**src/rtl/lia_demod_integrator.sv**
```systemverilog
// Sample-synchronous I/Q lock-in demodulator.
// The NCO steps once per accepted ADC sample; sin/cos products are summed with
// saturation over a programmable block length and then dumped to i_out/q_out.
// Handshake: adc_valid has no ready; a sample is consumed on every rising edge
// where adc_valid is high and cfg_load is low. out_valid is a one-cycle pulse
// with no backpressure. i_out/q_out hold until the next dump.
// The sine table is computed at elaboration by a constant function, so the
// design carries no external memory-image dependency.
module lia_demod_integrator #(
  parameter int DATA_WIDTH     = 12,
  parameter int NCO_WIDTH      = 12,
  parameter int PHASE_WIDTH    = 32,
  parameter int LUT_ADDR_WIDTH = 8,
  parameter int DECIM_WIDTH    = 16,
  parameter int ACC_WIDTH      = 40
) (
  input  logic                          clk,
  input  logic                          rst,
  input  logic                          cfg_load,
  input  logic [PHASE_WIDTH-1:0]        phase_increment,
  input  logic [PHASE_WIDTH-1:0]        phase_offset,
  input  logic [DECIM_WIDTH-1:0]        decim_len,
  input  logic signed [DATA_WIDTH-1:0]  adc_data,
  input  logic                          adc_valid,
  output logic signed [ACC_WIDTH-1:0]   i_out,
  output logic signed [ACC_WIDTH-1:0]   q_out,
  output logic                          out_valid,
  output logic                          overflow
);

  localparam int     PROD_WIDTH = DATA_WIDTH + NCO_WIDTH;
  localparam int     DEPTH      = 1 << LUT_ADDR_WIDTH;
  localparam int     QUARTER    = DEPTH / 4;
  localparam longint PI_Q30     = 64'sd3373259426;

  // Full-wave table of round(A*sin(2*pi*k/DEPTH)), A = 2**(NCO_WIDTH-1)-1.
  // The first quadrant is evaluated by a Q30 Taylor series and mirrored.
  function automatic logic [DEPTH*NCO_WIDTH-1:0] build_lut();
    logic [DEPTH*NCO_WIDTH-1:0] table_bits;
    longint x, x2, term, acc, amp, mag;
    int m;
    table_bits = '0;
    amp = (longint'(1) << (NCO_WIDTH - 1)) - 1;
    for (int k = 0; k < DEPTH; k++) begin
      m = k % QUARTER;
      if (((k / QUARTER) % 2) == 1) m = QUARTER - m;
      x    = (PI_Q30 * longint'(m)) / longint'(2 * QUARTER);
      x2   = (x * x) >>> 30;
      term = x;
      acc  = x;
      for (int n = 1; n <= 10; n++) begin
        term = -(((term * x2) >>> 30) / longint'((2 * n) * (2 * n + 1)));
        acc  = acc + term;
      end
      mag = (acc * amp + (longint'(1) << 29)) >>> 30;
      if (k >= DEPTH / 2) mag = -mag;
      table_bits[k*NCO_WIDTH +: NCO_WIDTH] = NCO_WIDTH'(mag);
    end
    return table_bits;
  endfunction

  localparam logic [DEPTH*NCO_WIDTH-1:0] LUT_BITS = build_lut();

  // Saturate a one-bit-wider sum back into the signed accumulator range.
  function automatic logic [ACC_WIDTH-1:0] saturate(input logic [ACC_WIDTH:0] s);
    if (s[ACC_WIDTH] != s[ACC_WIDTH-1])
      return s[ACC_WIDTH] ? {1'b1, {(ACC_WIDTH-1){1'b0}}} : {1'b0, {(ACC_WIDTH-1){1'b1}}};
    return s[ACC_WIDTH-1:0];
  endfunction

  logic [PHASE_WIDTH-1:0]        inc_r, off_r, phase_accum;
  logic [DECIM_WIDTH-1:0]        len_r, cnt;
  logic [LUT_ADDR_WIDTH-1:0]     sin_addr_c, cos_addr_c, sin_addr0, cos_addr0;
  logic signed [DATA_WIDTH-1:0]  adc0, adc_r;
  logic signed [NCO_WIDTH-1:0]   sin_r, cos_r;
  logic signed [PROD_WIDTH-1:0]  adc_ext, sin_ext, cos_ext, prod_i, prod_q;
  logic [ACC_WIDTH-1:0]          acc_i, acc_q, sat_i, sat_q;
  logic [ACC_WIDTH:0]            sum_i_w, sum_q_w;
  logic                          v0, v1, v2, ovf_i, ovf_q;

  // Reference phase = accumulator + offset (mod 2**PHASE_WIDTH); cos leads sin by a quarter wave.
  assign sin_addr_c = LUT_ADDR_WIDTH'((phase_accum + off_r) >> (PHASE_WIDTH - LUT_ADDR_WIDTH));
  assign cos_addr_c = sin_addr_c + LUT_ADDR_WIDTH'(QUARTER);

  assign adc_ext = {{NCO_WIDTH{adc_r[DATA_WIDTH-1]}}, adc_r};
  assign sin_ext = {{DATA_WIDTH{sin_r[NCO_WIDTH-1]}}, sin_r};
  assign cos_ext = {{DATA_WIDTH{cos_r[NCO_WIDTH-1]}}, cos_r};

  assign sum_i_w = {acc_i[ACC_WIDTH-1], acc_i} + {{(ACC_WIDTH+1-PROD_WIDTH){prod_i[PROD_WIDTH-1]}}, prod_i};
  assign sum_q_w = {acc_q[ACC_WIDTH-1], acc_q} + {{(ACC_WIDTH+1-PROD_WIDTH){prod_q[PROD_WIDTH-1]}}, prod_q};
  assign ovf_i   = sum_i_w[ACC_WIDTH] != sum_i_w[ACC_WIDTH-1];
  assign ovf_q   = sum_q_w[ACC_WIDTH] != sum_q_w[ACC_WIDTH-1];
  assign sat_i   = saturate(sum_i_w);
  assign sat_q   = saturate(sum_q_w);

  // Configuration latch; a zero block length behaves as one.
  always_ff @(posedge clk or posedge rst) begin
    if (rst) begin
      inc_r <= '0;
      off_r <= '0;
      len_r <= DECIM_WIDTH'(1);
    end else if (cfg_load) begin
      inc_r <= phase_increment;
      off_r <= phase_offset;
      len_r <= (decim_len == '0) ? DECIM_WIDTH'(1) : decim_len;
    end
  end

  // Stage 0: take the sample, register LUT addresses, advance the NCO.
  always_ff @(posedge clk or posedge rst) begin
    if (rst) begin
      phase_accum <= '0;
      sin_addr0   <= '0;
      cos_addr0   <= '0;
      adc0        <= '0;
      v0          <= 1'b0;
    end else if (cfg_load) begin
      phase_accum <= '0;
      v0          <= 1'b0;
    end else begin
      v0 <= adc_valid;
      if (adc_valid) begin
        phase_accum <= phase_accum + inc_r;
        sin_addr0   <= sin_addr_c;
        cos_addr0   <= cos_addr_c;
        adc0        <= adc_data;
      end
    end
  end

  // Stage 1: registered ROM reads alongside the delayed sample.
  always_ff @(posedge clk or posedge rst) begin
    if (rst) begin
      sin_r <= '0;
      cos_r <= '0;
      adc_r <= '0;
      v1    <= 1'b0;
    end else begin
      sin_r <= LUT_BITS[int'(sin_addr0)*NCO_WIDTH +: NCO_WIDTH];
      cos_r <= LUT_BITS[int'(cos_addr0)*NCO_WIDTH +: NCO_WIDTH];
      adc_r <= adc0;
      v1    <= v0 & ~cfg_load;
    end
  end

  // Stage 2: full-precision signed products.
  always_ff @(posedge clk or posedge rst) begin
    if (rst) begin
      prod_i <= '0;
      prod_q <= '0;
      v2     <= 1'b0;
    end else begin
      prod_i <= adc_ext * sin_ext;
      prod_q <= adc_ext * cos_ext;
      v2     <= v1 & ~cfg_load;
    end
  end

  // Stage 3: saturating integrate, dump on the last product of a block.
  always_ff @(posedge clk or posedge rst) begin
    if (rst) begin
      acc_i     <= '0;
      acc_q     <= '0;
      cnt       <= '0;
      i_out     <= '0;
      q_out     <= '0;
      out_valid <= 1'b0;
      overflow  <= 1'b0;
    end else begin
      out_valid <= 1'b0;
      if (cfg_load) begin
        acc_i    <= '0;
        acc_q    <= '0;
        cnt      <= '0;
        overflow <= 1'b0;
      end else if (v2) begin
        if (ovf_i || ovf_q) overflow <= 1'b1;
        if (cnt == len_r - DECIM_WIDTH'(1)) begin
          i_out     <= sat_i;
          q_out     <= sat_q;
          out_valid <= 1'b1;
          acc_i     <= '0;
          acc_q     <= '0;
          cnt       <= '0;
        end else begin
          acc_i <= sat_i;
          acc_q <= sat_q;
          cnt   <= cnt + DECIM_WIDTH'(1);
        end
      end
    end
  end

endmodule

```
**config.mk**
```make
export PLATFORM = sky130hd
export DESIGN_NAME = lia_demod_integrator
export DESIGN_NICKNAME = d
export VERILOG_FILES = /design/src/rtl/lia_demod_integrator.sv
export SDC_FILE = /design/constraint.sdc
export NUM_CORES = 2
export LEC_CHECK = 0
export ABC_AREA = 1
export CAP_MARGIN = 5
export CORE_ASPECT_RATIO = 1.4
export CORE_MARGIN = 2
export CORE_UTILIZATION = 27
export DETAILED_ROUTE_END_ITERATION = 6
export PLACE_DENSITY = 0.44
export SLEW_MARGIN = 20
export SYNTH_ARGS = -nofsm -noshare
export SYNTH_HDL_FRONTEND = slang
export SYNTH_SLANG_ARGS = --single-unit
```
**constraint.sdc**
```tcl
create_clock -name clk -period 28.1 [get_ports clk]
set_input_delay 5.62 -clock clk [delete_from_list [all_inputs] [get_ports clk]]
set_output_delay 5.62 -clock clk [all_outputs]
set_load 0.01 [all_outputs]
```
# Word-level counts from Yosys, hierarchy flattened
# Cells that the tools add are included.
[op_classes]
n_addsub = 7
mul = 4
n_div = 0
order_cmp = 0
n_eq_ne = 3
n_shift = 2
muxes = 27
n_bitwise = 3
n_reduce_logical = 8
[ops]
columns = ["cell", "count"]
rows = [
  ["$shiftx 3072x13->12 const A", 2],
  ["$mux 40", 12],
  ["$add 40x24->41", 2],
  ["$add 32x32->32", 2],
  ["$mux 16", 4],
  ["$mux 32", 2],
  ["$mul 12x12->24", 2],
  ["$mul 8x2->10 const B", 2],
  ["$add 16x1->16 const B", 1],
  ["$eq 16x16->1", 1],
  ["$logic_not 16->1", 1],
  ["$sub 16x1->16 const B", 1],
  ["$mux 1", 9],
  ["$add 8x7->8 const B", 1],
  ["$reduce_bool 2->1", 3],
  ["$reduce_and 2->1", 2],
  ["$reduce_and 3->1", 1],
  ["$and 1x1->1", 2],
  ["$ne 1x1->1", 2],
  ["$logic_or 1x1->1", 1],
  ["$not 1->1", 1],
]
[totals]
ff_bits = 405
latchBits = 0
ramBits = 0
romBits = 0
in_bits = 96
out_inout_bits = 82
elab_cells = 76
memories = 0

# Longest topological paths before layout
[depth]
depth_word = 7
ltp_mapped = 25
depth_no_buf = 24

# Worst setup path after synthesis
# No wires, ideal clock.
[synth_timing]
path_kind = "input port to flip-flop"
startpoint = "input port cfg_load"
endpoint = "register acc_i[0]"
setup_time_ps = 66
arrival_ps = 6738
t_required_ps = 28034
path_slack_ps = 21296
path_stages = 6
n_path_buf = 3
cell_sequence = "clkbuf_1 > nor2_1 > clkbuf_1 > clkbuf_1 > nand2_1 > nand2_1"
[synth_between]
elab_chain_len = 1
word_cells_on_any_way = 2
cone_classes = "1 x mux; 1 x reduce/logical"
[synth_lines]
columns = ["element", "line_no", "source"]
rows = [
  ["start, declared", "19", "input logic cfg_load,"],
  ["$mux 40 / $reduce_bool 2->1 (equally long branches)", "-", ""],
  ["end signal, assigned", "186", "acc_i <= sat_i;"],
  ["end, declared", "77", "logic [ACC_WIDTH-1:0] acc_i, acc_q, sat_i, sat_q;"],
]
# Parallel ways exist; a longest one is shown, timed or not.
# A chain may end at the register's enable or synchronous reset.

==> summary.txt <==
Setup path
  • List of cells traversed by the critical path: clkdlybuf4s50_1 -> inv_8 -> buf_12 -> buf_4 -> buf_6
  • RR Endpoint: prod_q[23]
  • Biggest fanout along the worst timing path: 132
  • Crit path from: rst
  • Reg-to-reg startpoint: adc_r[6]
  • Startpoint types: primary input
  • Worst setup path endpoint: phase_accum[18]
  • Worst R2R Setup Slack: 22.19 ns
  • Crit-path max cell delay: 0.76 ns
  • Reg2Reg Depth: 21
  • Type of the worst setup path: in -> async
  • Worst setup EP type: asynchronous set/reset pin
  • Arrival time at the worst endpoint: 9.13 ns
  • Data required time of the worst path: 28.80 ns
  • Critical path's slowest cell: sky130_fd_sc_hd__buf_4

Drt
  • Vias per cell: 4.69
  • Routed WL per cell: 17.4 µm
  • Post-Route WL: 123,000 µm
  • DRC violations left: 0
  • Detailed Routing Iterations Pass 1: 5
  • DR vias: 33,300
  • Detailed Route Iter0 Violations: 1,898
  • Post-detailed-route count of antenna-violating nets: 0

Timing
  • Final clock period utilization by the worst path: 30.0%
  • Time the final worst path needs with I/O delays and setup: 8.43 ns
  • Final Max Tran Viols: 0
  • Hold Violations, Final: 0
  • Clk_skew: 0.0507 ns
  • Final Setup Violations: 0
  • Peak clock frequency supported by timing: 0.119 GHz
  • Setup total negative slack: 0 ns
  • Worst rel slew slack: 22.3%
  • Worst hold slack: 0.372 ns
  • Unrepaired setup endpoints after global routing: no
  • Transition time of the tightest slew-check pin: 1.17 ns

Status
  • Outcome: finished clean

Yosys
  • Synthesized area: 37,600 µm²
  • Count of flip-flops with a built-in enable after synthesis: 0
  • Share of flip-flops with an asynchronous set or reset: 100%
  • Count of mapped cells out of synthesis: 5,167
  • Synth Area per Inst: 7.28 µm²
  • Post-synthesis register bit count: 399
  • Post-synth top area share: 26.5%
  • Main area contributors after synthesis: sky130_fd_sc_hd__dfrtp_1, sky130_fd_sc_hd__nand2_1, sky130_fd_sc_hd__fa_1, sky130_fd_sc_hd__ha_1, sky130_fd_sc_hd__inv_1
  • Distinct cells, synth: 66
  • Synth Warn #: 0
  • Commonest register cell after synthesis: sky130_fd_sc_hd__dfrtp_1
  • Cell type with the highest aggregate area in the netlist: sky130_fd_sc_hd__dfrtp_1
  • Net count after synthesis: 5,803
  • Part of the Yosys area used for sequential elements: 26.5%

Final layout
  • Final Instance Count excl. Fillers: 7,097
  • Most frequent standard cell in the layout excluding fill and tap cells: sky130_fd_sc_hd__nand2_1
  • Share of cells above drive strength 1: 3.21%
  • Post-layout util: 30.8%
  • Nets: 5,891
  • Area added between synthesis and finish: 13.6%
  • Commonest cells after routing, fill and taps aside: sky130_fd_sc_hd__nand2_1, sky130_fd_sc_hd__inv_1, sky130_fd_sc_hd__dfrtp_1

Floorplanning
  • Height of the die: 446 µm
  • Core Box Area: 139,000 µm²
  • Starting utilization of the core area: 27.1%
  • Num rows: 162
  • I/O Pins: 178
  • Die footprint: 142,000 µm²
  • Die width: 320 µm

Clock network
  • Clock tree from TritonCTS: done
  • Cell at the root of the clock tree: sky130_fd_sc_hd__clkbuf_16
  • Number of clock sinks: 399
  • Number of hold-repair buffers added at the cts stage: 0
  • Quantity of gates resized following cts: 0
  • Buffers inserted by post-CTS timing repair: 0
  • Clock-pin slew on the worst setup and hold paths: 0.06 ns
  • Clock buffer depth: 3
  • CTS Buf Count: 46
  • # H-tree levels: 2
  • Clock network latency to the later pin of the worst-skew pair: 0.65 ns

Global routing
  • Antenna violations before repair: 1
  • Congestion Overflow GR: 0
  • Wire length of the first global-routing pass: 197,000 µm
  • Gr usage total: 17.5%
  • Largest net degree at the start of global routing: 133
  • Via count of the first global-routing pass: 35,000

Placement
  • PortBufs: 177
  • Detailed placer's ending HPWL: 97,300 µm
  • Count of placed standard cells including taps: 7,011
  • Weighted congestion at the end of routability-driven global placement: 0.956

Min path
  • Worst Hold Class: reg -> reg

Job
  • Reported max-cap violation count: 0
cell usage after synthesis (4+ instances only):
| cell | number |
|---|---|
| sky130_fd_sc_hd__xnor2_1 | 69 |
| sky130_fd_sc_hd__a21o_1 | 18 |
| sky130_fd_sc_hd__xor2_1 | 89 |
| sky130_fd_sc_hd__inv_1 | 730 |
| sky130_fd_sc_hd__fa_1 | 279 |
| sky130_fd_sc_hd__nor2_4 | 4 |
| sky130_fd_sc_hd__nor3_1 | 37 |
| sky130_fd_sc_hd__clkbuf_1 | 124 |
| sky130_fd_sc_hd__o21bai_1 | 34 |
| sky130_fd_sc_hd__or2_2 | 9 |
| sky130_fd_sc_hd__buf_6 | 12 |
| sky130_fd_sc_hd__a221oi_1 | 4 |
| sky130_fd_sc_hd__o22ai_1 | 6 |
| sky130_fd_sc_hd__nand2_2 | 7 |
| sky130_fd_sc_hd__dfrtp_1 | 398 |
| sky130_fd_sc_hd__o211ai_1 | 24 |
| sky130_fd_sc_hd__o21ai_1 | 17 |
| sky130_fd_sc_hd__nor2_1 | 343 |
| sky130_fd_sc_hd__nand4_1 | 23 |
| sky130_fd_sc_hd__a31oi_1 | 18 |
| sky130_fd_sc_hd__a211oi_1 | 9 |
| sky130_fd_sc_hd__ha_1 | 261 |
| sky130_fd_sc_hd__o21a_1 | 9 |
| sky130_fd_sc_hd__a21boi_0 | 8 |
| sky130_fd_sc_hd__o31ai_1 | 18 |
| sky130_fd_sc_hd__a32o_1 | 7 |
| sky130_fd_sc_hd__inv_2 | 12 |
| sky130_fd_sc_hd__o221ai_1 | 6 |
| sky130_fd_sc_hd__nor2_2 | 8 |
| sky130_fd_sc_hd__a21oi_1 | 263 |
| sky130_fd_sc_hd__o21ai_2 | 6 |
| sky130_fd_sc_hd__o311ai_0 | 8 |
| sky130_fd_sc_hd__a22oi_1 | 5 |
| sky130_fd_sc_hd__o32ai_1 | 6 |
| sky130_fd_sc_hd__buf_1 | 7 |
| sky130_fd_sc_hd__nand2_1 | 1792 |
| sky130_fd_sc_hd__o21ai_0 | 255 |
| sky130_fd_sc_hd__nand3_1 | 164 |
| sky130_fd_sc_hd__buf_4 | 6 |
| sky130_fd_sc_hd__buf_2 | 18 |
| sky130_fd_sc_hd__nor4_1 | 14 |
| sky130_fd_sc_hd__o2111ai_1 | 5 |
state kept, by name, summed over array words and instances, names as in the netlist, 2 cells and up:
register / count
acc_i: 40
acc_q: 40
adc0: 12
adc_r: 12
cnt: 16
cos_addr0: 2
cos_r: 12
i_out: 40
inc_r: 32
len_r: 16
off_r: 32
phase_accum: 32
prod_i: 24
prod_q: 24
q_out: 40
sin_addr0: 8
sin_r: 12
worst max-delay path, delay by kind of cell:
| kind | cells | cell delay [ns] |
|---|---|---|
| buffers and inverters | 5 | 3.08 |
layout make-up:
class	count	area [µm²]
clock buffers	61	1290
diodes	1	2.50
inverters	746	2810
fillers	15100	96100
repair buffers	208	2020
multi-input cells	3854	24100
well taps	1804	2260
flip-flops and latches	399	9990
clock inverters	24	285
metal layers:
layer	up-vias	track usage [%]	wire, µm
li1	16400	-	-
met1	16000	20.4	50800
met2	656	32.5	63800
met3	228	1.54	3310
met4	0	7.26	5450
met5	-	0	0
worst min-delay path by stage:
stage | startpoint | to | slack, ns | cells past startpoint
2_1_floorplan | adc0[0] | adc_r[0] | 0.35 | 0
3_3_place_gp | adc0[3] | adc_r[3] | 0.36 | 0
3_5_place_dp | adc0[3] | adc_r[3] | 0.36 | 0
4_1_cts | adc0[3] | adc_r[3] | 0.37 | 0
5_1_grt | adc0[3] | adc_r[3] | 0.39 | 0
6_report | adc0[3] | adc_r[3] | 0.37 | 0
metrics by stage:
stage / area (µm²) / worst slack (ns)
global placement: 41200 / 18.38
finish: 42700 / 19.67
global route: 42700 / 19.09
floorplan: 37600 / 11.39
CTS: 42700 / 19.10
detailed placement: 41200 / 18.36
kinds of logic after synthesis:
| logic type | count (synthesis) | share of synthesized area, % |
|---|---|---|
| flip-flops | 399 | 26.5 |
| buffers and inverters | 914 | 9.48 |
| adder cells (fa/ha/maj) | 540 | 23.5 |
| AO/OA/AOI/OAI | 739 | 11.3 |
| XOR/XNOR | 158 | 3.68 |
| AND/OR/NAND/NOR | 2417 | 25.5 |
Power is left out: the tool's default activity adds up to more than one toggle a clock period on the data nets, which glitch-free logic cannot reach.
